File: config.mk
export PLATFORM = sky130hd
export DESIGN_NAME = pq_cmd_initiator
export DESIGN_NICKNAME = d
export VERILOG_FILES = /design/src/rtl/pq_cmd_initiator.sv
export SDC_FILE = /design/constraint.sdc
export NUM_CORES = 1
export LEC_CHECK = 0
export CORE_MARGIN = 2
export CORE_UTILIZATION = 39
export DETAILED_ROUTE_END_ITERATION = 16
export PLACE_DENSITY_LB_ADDON = 0.25
export SLEW_MARGIN = 20
export SYNTH_ARGS = -nofsm -noshare
export SYNTH_HDL_FRONTEND = slang
export SYNTH_SLANG_ARGS = --single-unit
File: constraint.sdc
create_clock -name clk_i -period 3.7 [get_ports clk_i]
set_input_delay 0.74 -clock clk_i [delete_from_list [all_inputs] [get_ports clk_i]]
set_output_delay 0.74 -clock clk_i [all_outputs]
set_load 0.02 [all_outputs]
File: src/rtl/pq_cmd_initiator.sv
// Command-stream initiator for the priority queue push/pop/drop handshake.
// One request outstanding at a time; one response returned per command.
module pq_cmd_initiator #(
    parameter int DW      = 16,
    parameter int IW      = 4,
    parameter int TIMEOUT = 16
) (
    input  logic          clk_i,
    input  logic          rst_ni,
    input  logic          cmd_valid_i,
    output logic          cmd_ready_o,
    input  logic [1:0]    cmd_op_i,
    input  logic [DW-1:0] cmd_data_i,
    input  logic [IW-1:0] cmd_id_i,
    output logic          rsp_valid_o,
    input  logic          rsp_ready_i,
    output logic [1:0]    rsp_op_o,
    output logic [DW-1:0] rsp_data_o,
    output logic [IW-1:0] rsp_id_o,
    output logic [1:0]    rsp_err_o,
    output logic          push_o,
    output logic          pop_o,
    output logic          drop_o,
    output logic [DW-1:0] q_data_o,
    output logic [IW-1:0] drop_id_o,
    input  logic          push_rdy_i,
    input  logic          pop_rdy_i,
    input  logic          drop_rdy_i,
    input  logic [IW-1:0] push_id_i,
    input  logic [DW-1:0] q_data_i,
    input  logic          full_i,
    input  logic          empty_i,
    output logic [7:0]    err_cnt_o
);
    localparam int CW = $clog2(TIMEOUT + 1);

    localparam logic [1:0] OP_PUSH = 2'b00;
    localparam logic [1:0] OP_POP  = 2'b01;
    localparam logic [1:0] OP_DROP = 2'b10;
    localparam logic [1:0] OP_ILL  = 2'b11;

    localparam logic [1:0] ERR_OK  = 2'b00;
    localparam logic [1:0] ERR_ILL = 2'b01;
    localparam logic [1:0] ERR_REJ = 2'b10;
    localparam logic [1:0] ERR_TMO = 2'b11;

    typedef enum logic [1:0] {
        IDLE,
        ISSUE,
        RESP
    } state_t;

    state_t        state_q, state_d;
    logic [1:0]    op_q;
    logic [DW-1:0] data_q;
    logic [IW-1:0] id_q;
    logic [CW-1:0] wait_q;
    logic          bad_op, rej, xfer, tmo;

    assign cmd_ready_o = (state_q == IDLE);
    assign rsp_valid_o = (state_q == RESP);
    assign q_data_o    = data_q;
    assign drop_id_o   = id_q;

    assign bad_op = (cmd_op_i == OP_ILL);
    assign rej    = ((cmd_op_i == OP_PUSH) && full_i) ||
                    ((cmd_op_i != OP_PUSH) && empty_i);
    assign xfer   = (push_o && push_rdy_i) ||
                    (pop_o && pop_rdy_i) ||
                    (drop_o && drop_rdy_i);
    // Transfer wins over a timeout landing on the same edge.
    assign tmo    = !xfer && (wait_q == CW'(TIMEOUT - 1));

    always_ff @(posedge clk_i or negedge rst_ni) begin
        if (!rst_ni) state_q <= IDLE;
        else         state_q <= state_d;
    end

    always_comb begin
        state_d = state_q;
        unique case (state_q)
            IDLE: begin
                if (cmd_valid_i) state_d = (bad_op || rej) ? RESP : ISSUE;
            end
            ISSUE: begin
                if (xfer || tmo) state_d = RESP;
            end
            RESP: begin
                if (rsp_ready_i) state_d = IDLE;
            end
            default: state_d = IDLE;
        endcase
    end

    always_ff @(posedge clk_i or negedge rst_ni) begin
        if (!rst_ni) begin
            op_q       <= '0;
            data_q     <= '0;
            id_q       <= '0;
            wait_q     <= '0;
            push_o     <= 1'b0;
            pop_o      <= 1'b0;
            drop_o     <= 1'b0;
            rsp_op_o   <= '0;
            rsp_data_o <= '0;
            rsp_id_o   <= '0;
            rsp_err_o  <= '0;
            err_cnt_o  <= '0;
        end else begin
            unique case (state_q)
                IDLE: begin
                    if (cmd_valid_i) begin
                        op_q   <= cmd_op_i;
                        data_q <= cmd_data_i;
                        id_q   <= cmd_id_i;
                        wait_q <= '0;
                        if (bad_op || rej) begin
                            rsp_op_o   <= cmd_op_i;
                            rsp_err_o  <= bad_op ? ERR_ILL : ERR_REJ;
                            rsp_data_o <= '0;
                            rsp_id_o   <= (cmd_op_i == OP_DROP) ? cmd_id_i : '0;
                        end else begin
                            push_o <= (cmd_op_i == OP_PUSH);
                            pop_o  <= (cmd_op_i == OP_POP);
                            drop_o <= (cmd_op_i == OP_DROP);
                        end
                    end
                end
                ISSUE: begin
                    if (xfer || tmo) begin
                        push_o     <= 1'b0;
                        pop_o      <= 1'b0;
                        drop_o     <= 1'b0;
                        rsp_op_o   <= op_q;
                        rsp_err_o  <= xfer ? ERR_OK : ERR_TMO;
                        rsp_data_o <= (xfer && op_q == OP_POP) ? q_data_i : '0;
                        if (op_q == OP_DROP)
                            rsp_id_o <= id_q;
                        else if (xfer && op_q == OP_PUSH)
                            rsp_id_o <= push_id_i;
                        else
                            rsp_id_o <= '0;
                    end else begin
                        wait_q <= wait_q + 1'b1;
                    end
                end
                RESP: begin
                    if (rsp_ready_i) begin
                        rsp_op_o   <= '0;
                        rsp_data_o <= '0;
                        rsp_id_o   <= '0;
                        rsp_err_o  <= '0;
                        if (rsp_err_o != ERR_OK && err_cnt_o != 8'hFF)
                            err_cnt_o <= err_cnt_o + 8'd1;
                    end
                end
                default: ;
            endcase
        end
    end
endmodule

## Yosys cells after proc, flatten, opt, wreduce, memory -nomap -nowiden

Index checks and enable logic that the tools add are counted.

- Flip-flop bits (word level): 64
- Input bits: 51
- Output and inout bits: 57
- Word-level logic and storage cells: 100

- Add/subtract/negate cells: 2
- Eq/ne operators: 15
- Mux-type cells: 42
- Reduce and logical (&&, ||, !) cells: 28

Operators with widths:

| kind | number |
|---|---|
| $mux 16 | 5 |
| $pmux 16 s3 | 1 |
| $mux 4 | 7 |
| $mux 2 | 12 |
| $pmux 2 s3 | 3 |
| $pmux 4 s3 | 1 |
| $mux 5 | 2 |
| $pmux 5 s2 | 1 |
| $logic_and 1x1->1 | 9 |
| $reduce_and 3->1 | 3 |
| $add 8x1->8 const B | 1 |
| $eq 2x2->1 const B | 4 |
| $ne 2x2->1 const B | 4 |
| $ne 8x8->1 const B | 1 |
| $mux 1 | 7 |
| $eq 2x1->1 const B | 3 |
| $logic_not 2->1 | 3 |
| $pmux 1 s2 | 3 |
| $reduce_bool 2->1 | 3 |
| $add 5x1->5 const B | 1 |
| $eq 5x4->1 const B | 1 |
| $logic_or 1x1->1 | 5 |
| $reduce_and 5->1 | 1 |
| $ne 2x1->1 const B | 2 |
| other kinds (4) | 4 |

## Longest topological paths before layout

Gate-level depths: netlist of the first run.

- Depth after elaboration: 8
- Gate-level depth with buffers: 9
- Depth with buffers taken out: 7

## Worst setup path before layout of the first run

Ideal clock, no wire load.

- Kind: input port to flip-flop
- Start: in push_rdy_i
- End: reg rsp_err_o[1]
- Library setup time: 0.125 ns
- Arrival: 2.275 ns
- Setup slack: 1.300 ns
- Stages on the path: 6
- Cells stage by stage: a222oi_1 and3_1 a2111o_1 buf_6 buf_12 mux2_4

- Longest elaborated chain between the ends: 8
- Elaborated cells between the ends (all ways): 11
- Those cells by class: eq/ne: 1; mux: 3; reduce/logical: 7

Ends and longest elaborated chain:

| item | RTL line | RTL |
|---|---|---|
| start: declaration | 26 | `input logic push_rdy_i,` |
| $logic_and 1x1->1 (*) | 68 | `assign xfer = (push_o && push_rdy_i) \|\|` |
| $logic_or 1x1->1 (*) | 68 |  |
| $logic_or 1x1->1 (*) | 69 | `(pop_o && pop_rdy_i) \|\|` |
| $logic_not 1->1 | 72 | `assign tmo = !xfer && (wait_q == CW'(TIMEOUT - 1));` |
| $logic_and 1x1->1 | 72 |  |
| $logic_or 1x1->1 | 130 | `if (xfer \|\| tmo) begin` |
| $ne 2x2->1 (no source line) | - |  |
| $reduce_and 5->1 (no source line) | - |  |
| end signal: assignment | 119 | `rsp_err_o <= bad_op ? ERR_ILL : ERR_REJ;` |
| end signal: assignment | 135 | `rsp_err_o <= xfer ? ERR_OK : ERR_TMO;` |
| end: declaration | 20 | `output logic [1:0] rsp_err_o,` |

Every way passes the cells marked *; elsewhere a longest branch is shown, timed or not. The select of a mux whose other input is x is not followed.
A chain may end at the register's enable or synchronous reset.

## Worst setup path after layout of the first run

- Start: in cmd_op_i[1]
- End: reg rsp_data_o[14]

- Longest elaborated chain between the ends: 6
- Elaborated cells between the ends (all ways): 9
- Those cells by class: eq/ne: 2; reduce/logical: 7

Ends and longest elaborated chain:

| item | RTL line | RTL |
|---|---|---|
| start: declaration | 12 | `input logic [1:0] cmd_op_i,` |
| $logic_not 2->1 or $reduce_bool 2->1 (tied branches) | 66, 67 |  |
| $logic_and 1x1->1 (on tied branches) | 66, 67 |  |
| $logic_or 1x1->1 | 66 | `assign rej = ((cmd_op_i == OP_PUSH) && full_i) \|\|` |
| $logic_or 1x1->1 (*) | 117 | `if (bad_op \|\| rej) begin` |
| $ne 2x1->1 (no source line) (*) | - |  |
| $reduce_and 5->1 (no source line) (*) | - |  |
| end signal: assignment | 136 | `rsp_data_o <= (xfer && op_q == OP_POP) ? q_data_i : '0;` |
| end: declaration | 18 | `output logic [DW-1:0] rsp_data_o,` |

Every way passes the cells marked *; elsewhere a longest branch is shown, timed or not.

==> impl_metrics.py, run 1 <==
metrics = {
    "routing": {
        "drc_errors": 0,
        "met1Wirelength_um": 3040,
        "routed-wl-met3_um": 400,
        "wl_met2_um": 3160,
        "finalWirelength_um": 6750,
        "highest_layer": "met4",
        "dr_total_vias": 2333,
        "dr.pass1.iters": 4,
        "drt_iter0_drc": 110,
        "antenna_left": 0,
        "routedWlPerCell_um": 14.2,
        "via_per_inst": 4.91,
    },
    "placed_design": {
        "place_area_mm2": 0.00416,
        "dpl.cell_count": 459,
        "gp_congestion": 0.854,
        "dp_slack_ps": 714,
        "hpwl_um": 4930,
        "io_buffers": 107,
    },
    "clock_tree": {
        "cts_hold_buf": 0,
        "cts_resized": 0,
        "clock_latency_ps": 340,
        "cts_tree": "yes",
        "cts_buffers": 9,
        "clkSinkCount": 64,
        "clk_pin_slew_worst_paths_ps": 70,
        "cts.htree.levels": 3,
        "clk_root_buffer_cell": "clkbuf_8",
        "post-cts-setup-buffers": 0,
        "clk_path_buf_depth": 2,
    },
    "pwr": {
        "p_per_area_mw_per_mm2": 771,
        "p_leak_nw": 1.98,
        "irDropWorstVdd_mv": 0.502,
        "total_power_mw": 3.42,
    },
    "synth": {
        "ys.flop_type": "dfrtp_1",
        "yosysWarnings": 0,
        "netlist_area_mm2": 0.00299,
        "synthCells": 256,
        "synth_top_area_share_pct": 53.6,
        "yosysMostFrequentCell": "dfrtp_1",
        "synth_edf_count": 0,
        "synthTopCellsByCount": "dfrtp_1 (64), nand2_1 (31), mux2_2 (25)",
        "synth_cell_types": 38,
        "synthArstFlopShare_pct": 100,
        "yosysSeqAreaShare_pct": 53.6,
        "postSynthAreaPerCell_um2": 11.7,
        "synth_area_leader_cell": "dfrtp_1",
        "synth_fp_nets": 314,
        "synthTopCellsByArea": "dfrtp_1 (54%), mux2_2 (9.4%), mux2i_1 (6.4%)",
        "synth_seq_cells": 64,
    },
    "layout": {
        "finalCoreUtilization_pct": 60.4,
        "drive_gt1_share_pct": 14.6,
        "fin_area_mm2": 0.00443,
        "fin_cells": 475,
        "multi_input_area_mm2": 0.00125,
        "fin_nets": 429,
        "num-fill-cells": 621,
        "regArea_mm2": 0.00160,
        "antenna_cells": 0,
        "syn2layout_area_growth_pct": 48.2,
    },
    "sta": {
        "finalCritPeriodShare_pct": 70.6,
        "fmaxAchievable_mhz": 383,
        "worst_pin_slew_ps": 624,
        "grt_setup_unrepaired": "false",
        "finalSetupTns_ps": 0,
        "worst_slack_ps": 1090,
        "setup_viol_count_final": 0,
        "fin_skew_ps": 9.02,
        "drv_slew": 0,
        "relSlewSlack_pct": 58.2,
        "hold_viol_final": 0,
        "hold_slack_ps": 387,
        "min_period_ps": 2610,
    },
    "critical_path": {
        "ff2ff_setup_slack_ps": 1360,
        "worstPathRequired_ps": 3960,
        "critPathKind": "input port to register",
        "cp_slowest_cell": "clkdlybuf4s50_1",
        "critPathMaxStageDelay_ps": 590,
        "cp-start-kind": "input port",
        "cp_cell_sequence": "clkdlybuf4s50_1 > mux2_2 > o22ai_2 > a2111o_1 > buf_4 > mux2i_1",
        "r2r_cells": 8,
        "crit_buf_inv": 2,
        "reg2reg_to": "rsp_data_o[14]",
        "arrival_ps": 2880,
        "worstSetupStartpoint": "cmd_op_i[1]",
        "path_max_fanout": 10,
        "r2r-start": "wait_q[0]",
        "crit_family": "buffers and inverters",
        "cp.depth": 6,
        "end_kind": "register",
    },
    "floorplan": {
        "dieArea_mm2": 0.00838,
        "start_util_pct": 40.8,
        "core_mm2": 0.00733,
        "io_pins": 108,
        "rows": 31,
        "fp.dieW_um": 91.5,
        "chipHeight_um": 91.5,
    },
    "flow_run": {
        "maxCapViolCount": 0,
    },
    "global_routing": {
        "overflow": 0,
        "grt_pass1_wl_um": 11100,
        "grt_pass1_vias": 2337,
        "antenna_found_initial": 0,
        "track_usage_pct": 16.8,
        "grt_max_degree": 41,
    },
    "status": {
        "outcome": "completed",
    },
    "min_path": {
        "hold_path_class": "input port to async pin",
    },
}
[worst reg2reg max path, delay by kind of cell (launching register included)]
kind	cells	cell delay (ps)
buf+inv	2	420
mux	1	200
fa+ha+maj	2	400
compound gates	1	410
flops	1	410
simple gates	2	430
[worst max path at each step]
stage	end	slack (ps)
3_3_place_gp	rsp_data_o[6]	790
6_report	rsp_data_o[14]	1090
2_1_floorplan	rsp_err_o[1]	1300
4_1_cts	rsp_data_o[13]	1090
5_1_grt	rsp_data_o[11]	910
3_5_place_dp	rsp_data_o[13]	710
[cell usage in the layout, fill, tap and decap left out, types with 2 or more instances in the layout]
master and instances:
a21boi_0 2, a221o_1 4, a32o_1 3, and3_1 6, buf_4 5, bufinv_16 3
clkbuf_8 12, clkdlybuf4s50_1 106, dfrtp_1 64, ha_1 7, inv_1 24, mux2_2 25
mux2_4 4, mux2i_1 19, nand2_1 31, nand2b_1 4, nand3_1 8, nand4_1 2
nor2_1 6, nor3_1 4, o21ai_0 10, or2_2 2, xnor2_1 3, xor2_1 4
[final cells by class]
| type | count | share of cell area [%] |
|---|---|---|
| flip-flops and latches | 64 | 36.1 |
| repair buffers | 112 | 24.9 |
| inverters | 24 | 2.03 |
| clock inverters | 4 | 2.23 |
| clock buffers | 12 | 3.73 |
| multi-input cells | 160 | 28.2 |
| well taps | 99 | 2.80 |
[flip-flops by register name, summed over array words and instances, names as in the netlist, 4 cells and up]
signal      flops
wait_q          5
drop_id_o       4
q_data_o       16
err_cnt_o       8
rsp_data_o     16
rsp_id_o        4
[where the power goes]
group	internal [mW]	switching (mW)
registers	0.922	0.163
clock network	0.504	0.272
logic	0.804	0.752
total	2.23	1.19
[layer usage]
metal | global-route usage, % | vias to the layer above
met3 | 4.40 | 13
met2 | 25.8 | 67
li1 | - | 1115
met5 | 0 | -
met4 | 8.08 | 0
met1 | 22.1 | 1138
[cell families after synthesis]
logic type	after synthesis	synth area share, %
simple gates	68	10.8
xor+xnor	7	2.05
flops	64	53.6
buf+inv	32	5.07
mux	48	17.8
compound gates	30	7.79
fa+ha+maj	7	2.93
No activity file was read; power rests on OpenSTA's default activity.
==> inputs of run 2 (changes only) <==
- clock period: 3.7 -> 2.4 ns (I/O delays scaled with it)
==> impl_metrics.py, run 2 (synthesis results as in run 1) <==
metrics = {
    "pwr": {
        "comb_power_share_pct": 48.7,
        "irDropWorstVdd_mv": 0.687,
        "p_per_area_mw_per_mm2": 1160,
        "switchingPower_mw": 1.83,
        "swShare_pct": 35.3,
        "p_leak_nw": 2.00,
        "power_frac_clock_pct": 18.9,
        "total_power_mw": 5.18,
        "p_int_mw": 3.35,
        "seq_power_share_pct": 32.4,
    },
    "layout": {
        "syn2layout_area_growth_pct": 49.1,
        "mostFrequentLayoutCell": "clkdlybuf4s50_1",
        "finalCoreUtilization_pct": 60.8,
        "antenna_cells": 0,
        "fin_area_mm2": 0.00446,
        "fin_nets": 436,
        "drive_gt1_share_pct": 15.9,
        "layout_common_cells": "clkdlybuf4s50_1 (106), dfrtp_1 (64), nand2_1 (31), mux2_2 (25), inv_1 (24)",
    },
    "floorplan": {
        "rows": 31,
        "io_pins": 108,
        "chipHeight_um": 91.5,
        "core_mm2": 0.00733,
        "dieArea_mm2": 0.00838,
        "start_util_pct": 40.8,
        "fp.dieW_um": 91.5,
    },
    "sta": {
        "fin_skew_ps": 4.64,
        "grt_setup_unrepaired": "false",
        "finalCritPeriodShare_pct": 95.3,
        "setup_viol_count_final": 0,
        "hold_viol_final": 0,
        "relSlewSlack_pct": 38.4,
        "min_period_ps": 2290,
        "worst_pin_slew_ps": 918,
        "drv_slew": 0,
        "fmaxAchievable_mhz": 437,
        "finalSetupTns_ps": 0,
    },
    "clock_tree": {
        "cts_tree": "yes",
        "clkSinkCount": 64,
        "cts_buffers": 9,
        "clk_pin_slew_worst_paths_ps": 70,
        "clk_root_buffer_cell": "clkbuf_8",
        "cts_hold_buf": 0,
        "clk_path_buf_depth": 2,
        "cts_resized": 0,
        "post-cts-setup-buffers": 0,
        "clock_latency_ps": 330,
        "cts.htree.levels": 3,
    },
    "global_routing": {
        "overflow": 0,
        "antenna_found_initial": 0,
        "grt_max_degree": 25,
        "grt_pass1_vias": 2383,
        "grt_pass1_wl_um": 11500,
        "track_usage_pct": 17.4,
    },
    "routing": {
        "antenna_left": 0,
        "via_per_inst": 4.83,
        "routedWlPerCell_um": 14.5,
        "finalWirelength_um": 7010,
        "dr_total_vias": 2330,
        "dr.pass1.iters": 4,
        "drt_iter0_drc": 101,
        "drc_errors": 0,
    },
    "critical_path": {
        "cp-start-kind": "register",
        "crit_buf_inv": 3,
        "arrival_ps": 1810,
        "critPathMaxStageDelay_ps": 610,
        "critPathKind": "register to output port",
        "ff2ff_setup_slack_ps": 310,
        "worstPathRequired_ps": 1920,
        "crit_family": "buffers and inverters",
        "path_max_fanout": 7,
        "cp_cell_sequence": "inv_1 > ha_1 > buf_4 > clkdlybuf4s50_1",
        "end_kind": "output port",
        "cp_slowest_cell": "clkdlybuf4s50_1",
    },
    "flow_run": {
        "maxCapViolCount": 0,
    },
    "placed_design": {
        "gp_congestion": 0.846,
        "hpwl_um": 5290,
        "place_area_mm2": 0.00424,
        "io_buffers": 107,
    },
    "status": {
        "outcome": "completed",
    },
    "min_path": {
        "hold_path_class": "input port to async pin",
    },
}
==> run 2: cell types whose count changed in the layout (fill, tap and decap cells not counted), sizes merged <==
cell	delta
bufinv	-2
clkbuf	+2
buf	+7
==> run 2: final timing paths <==
kind,startpoint,end,cells past startpoint
max in group asynchronous,rst_ni,rsp_id_o[3],2
min in group clk_i,q_data_o[3],q_data_o[3],1
max reg2reg,wait_q[0],rsp_id_o[3],8
min reg2reg,q_data_o[3],q_data_o[3],1
min,rst_ni,err_cnt_o[6],1
max,state_q[0],cmd_ready_o,4
==> run 2: layout make-up <==
| cell class | count | area (µm²) |
|---|---|---|
| flip-flops and latches | 64 | 1600 |
| clock inverters | 2 | 35.0 |
| well taps | 99 | 124 |
| clock buffers | 14 | 183 |
| repair buffers | 119 | 1180 |
| multi-input cells | 160 | 1240 |
| fillers | 624 | 2880 |
| inverters | 24 | 90.1 |
==> run 2: power groups by stage <==
stage / Clock [mW] / Sequential [mW] / Combinational [mW]
3_5_place_dp: 0 / 1.70 / 2.53
4_1_cts: 1.01 / 1.68 / 2.55
2_1_floorplan: 0 / 2.01 / 1.17
5_1_grt: 1.05 / 1.74 / 2.69
6_report: 0.978 / 1.68 / 2.52
3_3_place_gp: 0 / 1.68 / 2.50
==> run 2: metal layers <==
| layer | global-route usage [%] | part of all wire (%) |
|---|---|---|
| met1 | 21.0 | 44 |
| met2 | 28.6 | 48 |
| met3 | 6.39 | 6.3 |
| met4 | 5.81 | 2.0 |
| met5 | 0 | 0 |
==> run 2: per-stage QoR <==
step / std cells / hold WS [ps] / setup slack (ps)
after floorplan: 256 / 184 / 142
after global placement: 466 / 476 / 19.7
after detailed placement: 466 / 484 / -22.8
after CTS: 482 / 122 / 98.1
after global routing: 482 / 144 / 36.7
final: 482 / 120 / 113
